--- src/rtl/mutex_seq_pkg.sv ---
// Shared types and default constants for the two-client mutex request sequencer.
package mutex_seq_pkg;

  typedef enum logic [1:0] {
    IDLE = 2'd0,
    REQ  = 2'd1,
    HOLD = 2'd2,
    REL  = 2'd3
  } cl_state_e;

  typedef logic [1:0] client_idx_t;

  localparam int unsigned DEF_HOLD_CYCLES    = 4;
  localparam int unsigned DEF_TIMEOUT_CYCLES = 64;
  localparam int unsigned DEF_CNT_W          = 8;

endpackage

--- src/rtl/mutex_client_fsm.sv ---
// Per-client IDLE/REQ/HOLD/REL sequencer; start-to-req 1 cycle, own held HOLD_CYCLES cycles.
// Optional grant-wait timeout under MUTEX_SEQ_TIMEOUT_EN; start is dropped while not IDLE.
module mutex_client_fsm
  import mutex_seq_pkg::*;
#(
  parameter int unsigned HOLD_CYCLES    = DEF_HOLD_CYCLES,
  parameter int unsigned CNT_W          = DEF_CNT_W
`ifdef MUTEX_SEQ_TIMEOUT_EN
  , parameter int unsigned TIMEOUT_CYCLES = DEF_TIMEOUT_CYCLES
`endif
) (
  input  logic clk,
  input  logic rst,
  input  logic start,
  input  logic gs,
  output logic req,
  output logic busy,
  output logic own,
  output logic done,
  output logic timeout
);

  localparam logic [CNT_W-1:0] HOLD_LOAD = CNT_W'(HOLD_CYCLES - 1);

  cl_state_e        state_q, state_d;
  logic [CNT_W-1:0] cnt_q, cnt_d;
  logic             req_q, req_d;
  logic             done_q, done_d;

`ifdef MUTEX_SEQ_TIMEOUT_EN
  localparam logic [CNT_W-1:0] WAIT_LAST = CNT_W'(TIMEOUT_CYCLES - 1);
  logic [CNT_W-1:0] wcnt_q, wcnt_d;
  logic             timeout_q, timeout_d;
`endif

  always_comb begin
    state_d = state_q;
    cnt_d   = cnt_q;
    done_d  = 1'b0;
`ifdef MUTEX_SEQ_TIMEOUT_EN
    wcnt_d    = wcnt_q;
    timeout_d = 1'b0;
`endif
    case (state_q)
      IDLE: begin
`ifdef MUTEX_SEQ_TIMEOUT_EN
        wcnt_d = '0;
`endif
        if (start) state_d = REQ;
      end
      REQ: begin
        // A grant arriving in the last wait cycle still wins over the timeout.
        if (gs) begin
          state_d = HOLD;
          cnt_d   = HOLD_LOAD;
        end
`ifdef MUTEX_SEQ_TIMEOUT_EN
        else if (wcnt_q == WAIT_LAST) begin
          state_d   = REL;
          timeout_d = 1'b1;
        end else if (wcnt_q != '1) begin
          wcnt_d = wcnt_q + CNT_W'(1);
        end
`endif
      end
      HOLD: begin
        if (cnt_q == '0) state_d = REL;
        else             cnt_d   = cnt_q - CNT_W'(1);
      end
      REL: begin
        if (!gs) begin
          state_d = IDLE;
          done_d  = 1'b1;
        end
      end
      default: state_d = IDLE;
    endcase
    req_d = (state_d == REQ) || (state_d == HOLD);
  end

  always_ff @(posedge clk) begin
    if (rst) begin
      state_q <= IDLE;
      cnt_q   <= '0;
      req_q   <= 1'b0;
      done_q  <= 1'b0;
`ifdef MUTEX_SEQ_TIMEOUT_EN
      wcnt_q    <= '0;
      timeout_q <= 1'b0;
`endif
    end else begin
      state_q <= state_d;
      cnt_q   <= cnt_d;
      req_q   <= req_d;
      done_q  <= done_d;
`ifdef MUTEX_SEQ_TIMEOUT_EN
      wcnt_q    <= wcnt_d;
      timeout_q <= timeout_d;
`endif
    end
  end

  assign req  = req_q;
  assign busy = (state_q != IDLE);
  assign own  = (state_q == HOLD);
  assign done = done_q;
`ifdef MUTEX_SEQ_TIMEOUT_EN
  assign timeout = timeout_q;
`else
  assign timeout = 1'b0;
`endif

endmodule

--- src/rtl/mutex_client_seq.sv ---
// Two-client request sequencer in front of a 2-way mutex; grant-to-own 3 edges, sticky error flags.
// Optional grant-wait timeout under MUTEX_SEQ_TIMEOUT_EN; no backpressure, extra starts are dropped.
module mutex_client_seq
  import mutex_seq_pkg::*;
#(
  parameter int unsigned HOLD_CYCLES    = DEF_HOLD_CYCLES,
  parameter int unsigned TIMEOUT_CYCLES = DEF_TIMEOUT_CYCLES,
  parameter int unsigned CNT_W          = DEF_CNT_W
) (
  input  logic       clk,
  input  logic       rst,
  input  logic [1:0] start,
  input  logic [1:0] grant,
  output logic [1:0] req,
  output logic [1:0] busy,
  output logic [1:0] own,
  output logic [1:0] done,
  output logic [1:0] timeout,
  output logic       err_excl,
  output logic       err_spur
);

  client_idx_t gs_meta_q, gs_meta_d;
  client_idx_t gs_q, gs_d;
  logic        err_excl_q, err_excl_d;
  logic        err_spur_q, err_spur_d;

  // Grants come from the mutex's own timing domain; two flops per bit before use.
  always_comb begin
    gs_meta_d  = grant;
    gs_d       = gs_meta_q;
    err_excl_d = err_excl_q | (&gs_q);
    err_spur_d = err_spur_q | (|(gs_q & ~busy));
  end

  always_ff @(posedge clk) begin
    if (rst) begin
      gs_meta_q  <= '0;
      gs_q       <= '0;
      err_excl_q <= 1'b0;
      err_spur_q <= 1'b0;
    end else begin
      gs_meta_q  <= gs_meta_d;
      gs_q       <= gs_d;
      err_excl_q <= err_excl_d;
      err_spur_q <= err_spur_d;
    end
  end

  for (genvar i = 0; i < 2; i++) begin : g_client
    mutex_client_fsm #(
      .HOLD_CYCLES    (HOLD_CYCLES),
      .CNT_W          (CNT_W)
`ifdef MUTEX_SEQ_TIMEOUT_EN
      , .TIMEOUT_CYCLES (TIMEOUT_CYCLES)
`endif
    ) u_fsm (
      .clk     (clk),
      .rst     (rst),
      .start   (start[i]),
      .gs      (gs_q[i]),
      .req     (req[i]),
      .busy    (busy[i]),
      .own     (own[i]),
      .done    (done[i]),
      .timeout (timeout[i])
    );
  end

  assign err_excl = err_excl_q;
  assign err_spur = err_spur_q;

endmodule

--- config.mk ---
export PLATFORM = sky130hd
export DESIGN_NAME = mutex_client_seq
export DESIGN_NICKNAME = d
export VERILOG_FILES = /design/src/rtl/mutex_seq_pkg.sv /design/src/rtl/mutex_client_fsm.sv /design/src/rtl/mutex_client_seq.sv
export SDC_FILE = /design/constraint.sdc
export NUM_CORES = 1
export LEC_CHECK = 0
export BUFFER_PORTS_ARGS = -buffer_cell sky130_fd_sc_hd__clkbuf_2
export CORE_MARGIN = 2
export CORE_UTILIZATION = 55
export DETAILED_ROUTE_END_ITERATION = 16
export GPL_TIMING_DRIVEN = 0
export PLACE_DENSITY = 0.78
export SYNTH_ARGS = -nofsm -noshare
export SYNTH_HDL_FRONTEND = slang
export SYNTH_HIERARCHICAL = 1
export SYNTH_SLANG_ARGS = --single-unit
--- constraint.sdc ---
create_clock -name clk -period 2 [get_ports clk]
set_input_delay 0 -clock clk [delete_from_list [all_inputs] [get_ports clk]]
set_output_delay 0 -clock clk [all_outputs]
set_load 0.01 [all_outputs]
==> impl_metrics.py <==
metrics = {
    "run_status": {
        "status": "complete, no violations",
    },
    "synth": {
        "async_flop_share_pct": 0,
        "syn_inst": 160,
        "ys_ff_latch": 30,
        "seq_area_frac_synth_pct": 39.6,
        "ys_types": 30,
        "ys_warn_count": 6,
        "synth.net_count": 178,
        "syn_avg_cell_area_um2": 9.47,
        "ys_dominant_reg_cell": "dfxtp_1",
        "synthesis.area_um2": 1520,
        "synth-edff-count": 0,
    },
    "floorplanning": {
        "dieWidth_um": 56.5,
        "start_util_pct": 56.4,
        "core-area_um2": 2690,
        "rows": 19,
        "fp.dieArea_um2": 3190,
        "ios": 18,
        "die_h_um": 56.5,
    },
    "sta": {
        "drv_slew": 0,
        "max_freq_ghz": 0.529,
        "finalCritPeriodShare_pct": 94.5,
        "setup_viol": 0,
        "finalClockSkew_ns": 0.00973,
        "fin_ws_ns": 0.109,
        "min_period_ns": 1.89,
        "hold_violations": 0,
    },
    "worst_hold_path": {
        "hold_path.class": "in2reg",
        "worstHoldStart": "rst",
        "worstHoldPathCells": 2,
    },
    "worst_setup_path": {
        "reg2regPathDepth": 6,
        "critPathRequiredTime_ns": 2.26,
        "critPathLaunchType": "flop",
        "startpoint": "g_client[0].u_fsm/state_q[0]",
        "endpoint_kind": "flop",
        "r2r_start": "g_client[0].u_fsm/state_q[0]",
        "cp_max_fo": 6,
        "critPathKind": "reg2reg",
        "critical_path_arrival_ns": 2.15,
    },
    "detailed_routing": {
        "wl_per_cell_um": 12.8,
        "drc": 0,
        "viasPerCell": 5.54,
        "drt_pre_antenna_iters": 4,
        "drt_iter0_drc": 61,
        "drt-total-wl_um": 2760,
        "vias": 1196,
        "drtAntennaViolNets": 0,
    },
    "cts": {
        "max-clock-path-buffers": 2,
        "cts_tree": "built",
        "cts_setup_buffers": 0,
        "cts_max_level": 2,
        "clk_latency_ns": 0.33,
        "numClockSinks": 30,
        "numCtsBuffers": 5,
        "clkTransAtPathRegs_ns": 0.10,
        "cts_root_buffer": "clkbuf_4",
    },
    "placement": {
        "hpwl_um": 1940,
        "placed_area_um2": 1630,
        "io_buffer_count": 15,
        "gp_congestion": 0.828,
        "dpl_worst_slack_ns": -0.0122,
    },
    "final_layout": {
        "layout_common_cells": "28 x dfxtp_1, 15 x inv_1, 15 x clkbuf_2, 13 x a21oi_1, 9 x ha_1",
        "n_antenna_cell": 0,
        "drive_gt1_share_pct": 27.6,
        "final_area_um2": 1760,
        "final_common_cell": "dfxtp_1",
        "nNetsFinal": 202,
        "area_delta_synth_final_pct": 16.2,
    },
    "grt": {
        "grt_usage_pct": 19.1,
        "grt_pass1_wl_um": 4730,
        "antenna_found_initial": 0,
        "grt_start_max_net_pins": 21,
        "grt_pass1_vias": 1097,
        "grt_overflow_total": 0,
    },
    "power_and_ir_drop": {
        "peakVddDrop_mv": 0.635,
        "p_leak_uw": 0.000718,
        "powerDensity_nw_per_um2": 853,
    },
    "flow_run": {
        "max_cap_violations": 0,
    },
}
-- worst max-delay path: stages (launching register included) --
cell and delay (ns):
dfxtp_2 0.39, inv_1 0.09, ha_2 0.24, nand4bb_2 0.15, o2111ai_1 0.23, or4_2 0.58
a21oi_1 0.15
-- cell families after synthesis --
family | after synthesis | share of synthesized area, %
buffers and inverters | 17 | 4.71
AO/OA/AOI/OAI | 40 | 18.6
AND/OR/NAND/NOR | 51 | 21.7
flip-flops | 30 | 39.6
adder cells (fa/ha/maj) | 12 | 9.91
other | 2 | 0.496
XOR/XNOR | 4 | 2.31
multiplexers | 4 | 2.64
-- stage by stage --
| step | utilization (%) | hold WS, ns | TNS, ns | total power (uW) | cells |
|---|---|---|---|---|---|
| final | 65.5 | 0.105 | 0 | 1500 | 216 |
| after global routing | 65.5 | 0.112 | -0.00442 | 1590 | 216 |
| after CTS | 64.4 | 0.0878 | 0 | 1500 | 216 |
| after detailed placement | 60.6 | 0.218 | -0.0132 | 1020 | 206 |
| after global placement | 60.6 | 0.220 | 0 | 1010 | 206 |
| after floorplan | - | 0.0694 | 0 | 947 | 160 |
-- final timing paths --
check	to	slack [ns]
hold reg to reg	gs_q[1]	0.45
hold / removal	g_client[0].u_fsm/cnt_q[1]	0.10
setup / recovery	g_client[0].u_fsm/cnt_q[4]	0.11
setup reg to reg	g_client[0].u_fsm/cnt_q[4]	0.11
-- metal layers --
metal  part of all wire (%)  track usage, %  routed length [um]  up-vias
met5                      0               0                   0        -
met4                    1.9            8.16                  53        0
met3                    3.6            6.45                 100        7
met2                     45            29.6                1240       17
met1                     50            24.2                1370      541
li1                       -               -                   -      631
-- Yosys cell counts (2+ instances only) --
| master | n | area (um^2) |
|---|---|---|
| nand3_1 | 2 | 10.0 |
| nand4bb_2 | 2 | 32.5 |
| inv_1 | 15 | 56.3 |
| mux2i_1 | 4 | 40.0 |
| or4_1 | 4 | 30.0 |
| or3_2 | 2 | 15.0 |
| buf_4 | 2 | 15.0 |
| a211oi_1 | 6 | 45.0 |
| o31a_2 | 2 | 20.0 |
| nor2b_1 | 4 | 25.0 |
| a2bb2oi_1 | 2 | 17.5 |
| a31o_2 | 2 | 17.5 |
| ha_1 | 12 | 150 |
| or4_4 | 2 | 22.5 |
| and2b_1 | 2 | 15.0 |
| o211ai_1 | 2 | 15.0 |
| a21oi_1 | 13 | 65.1 |
| o31ai_1 | 8 | 60.1 |
| nor2_1 | 7 | 26.3 |
| nor3b_1 | 2 | 15.0 |
| or2_2 | 2 | 12.5 |
| nand2b_1 | 6 | 37.5 |
| conb_1 | 2 | 7.51 |
| or4_2 | 4 | 35.0 |
| o2111ai_1 | 4 | 35.0 |
| xor2_1 | 4 | 35.0 |
| dfxtp_1 | 30 | 601 |
| nor3_1 | 6 | 30.0 |
| nand2_1 | 6 | 22.5 |
-- state kept, by name, indices dropped and copies added (netlist names) --
signal and count:
g_client.u_fsm/cnt_q 16, gs_q 2, g_client.u_fsm/done 2, g_client.u_fsm/state_q 4, g_client.u_fsm/req 2, gs_d 2, err_excl 1, err_spur 1
-- power by group --
part	switching (uW)	internal (uW)	total, uW
combinational	174	156	330
sequential	51.3	651	703
clock	210	259	468
-- repair_timing --
action	CTS	global route
hold buffers	2	0
setup endpoints to repair	4	5
endpoints found under the hold margin	2	0
resized for setup	2	8
pin swaps	0	0
-- area by class of cell --
cell class / instances / area [um^2]
Sequential cell: 30 / 603
Clock inverter: 3 / 40.0
Fill cell: 216 / 926
Buffer: 2 / 15.0
Timing Repair Buffer: 17 / 95.1
Inverter: 15 / 56.3
Multi-Input combinational cell: 113 / 875
Tap cell: 31 / 38.8
Clock buffer: 5 / 37.5
No activity file was read; power rests on OpenSTA's default activity.
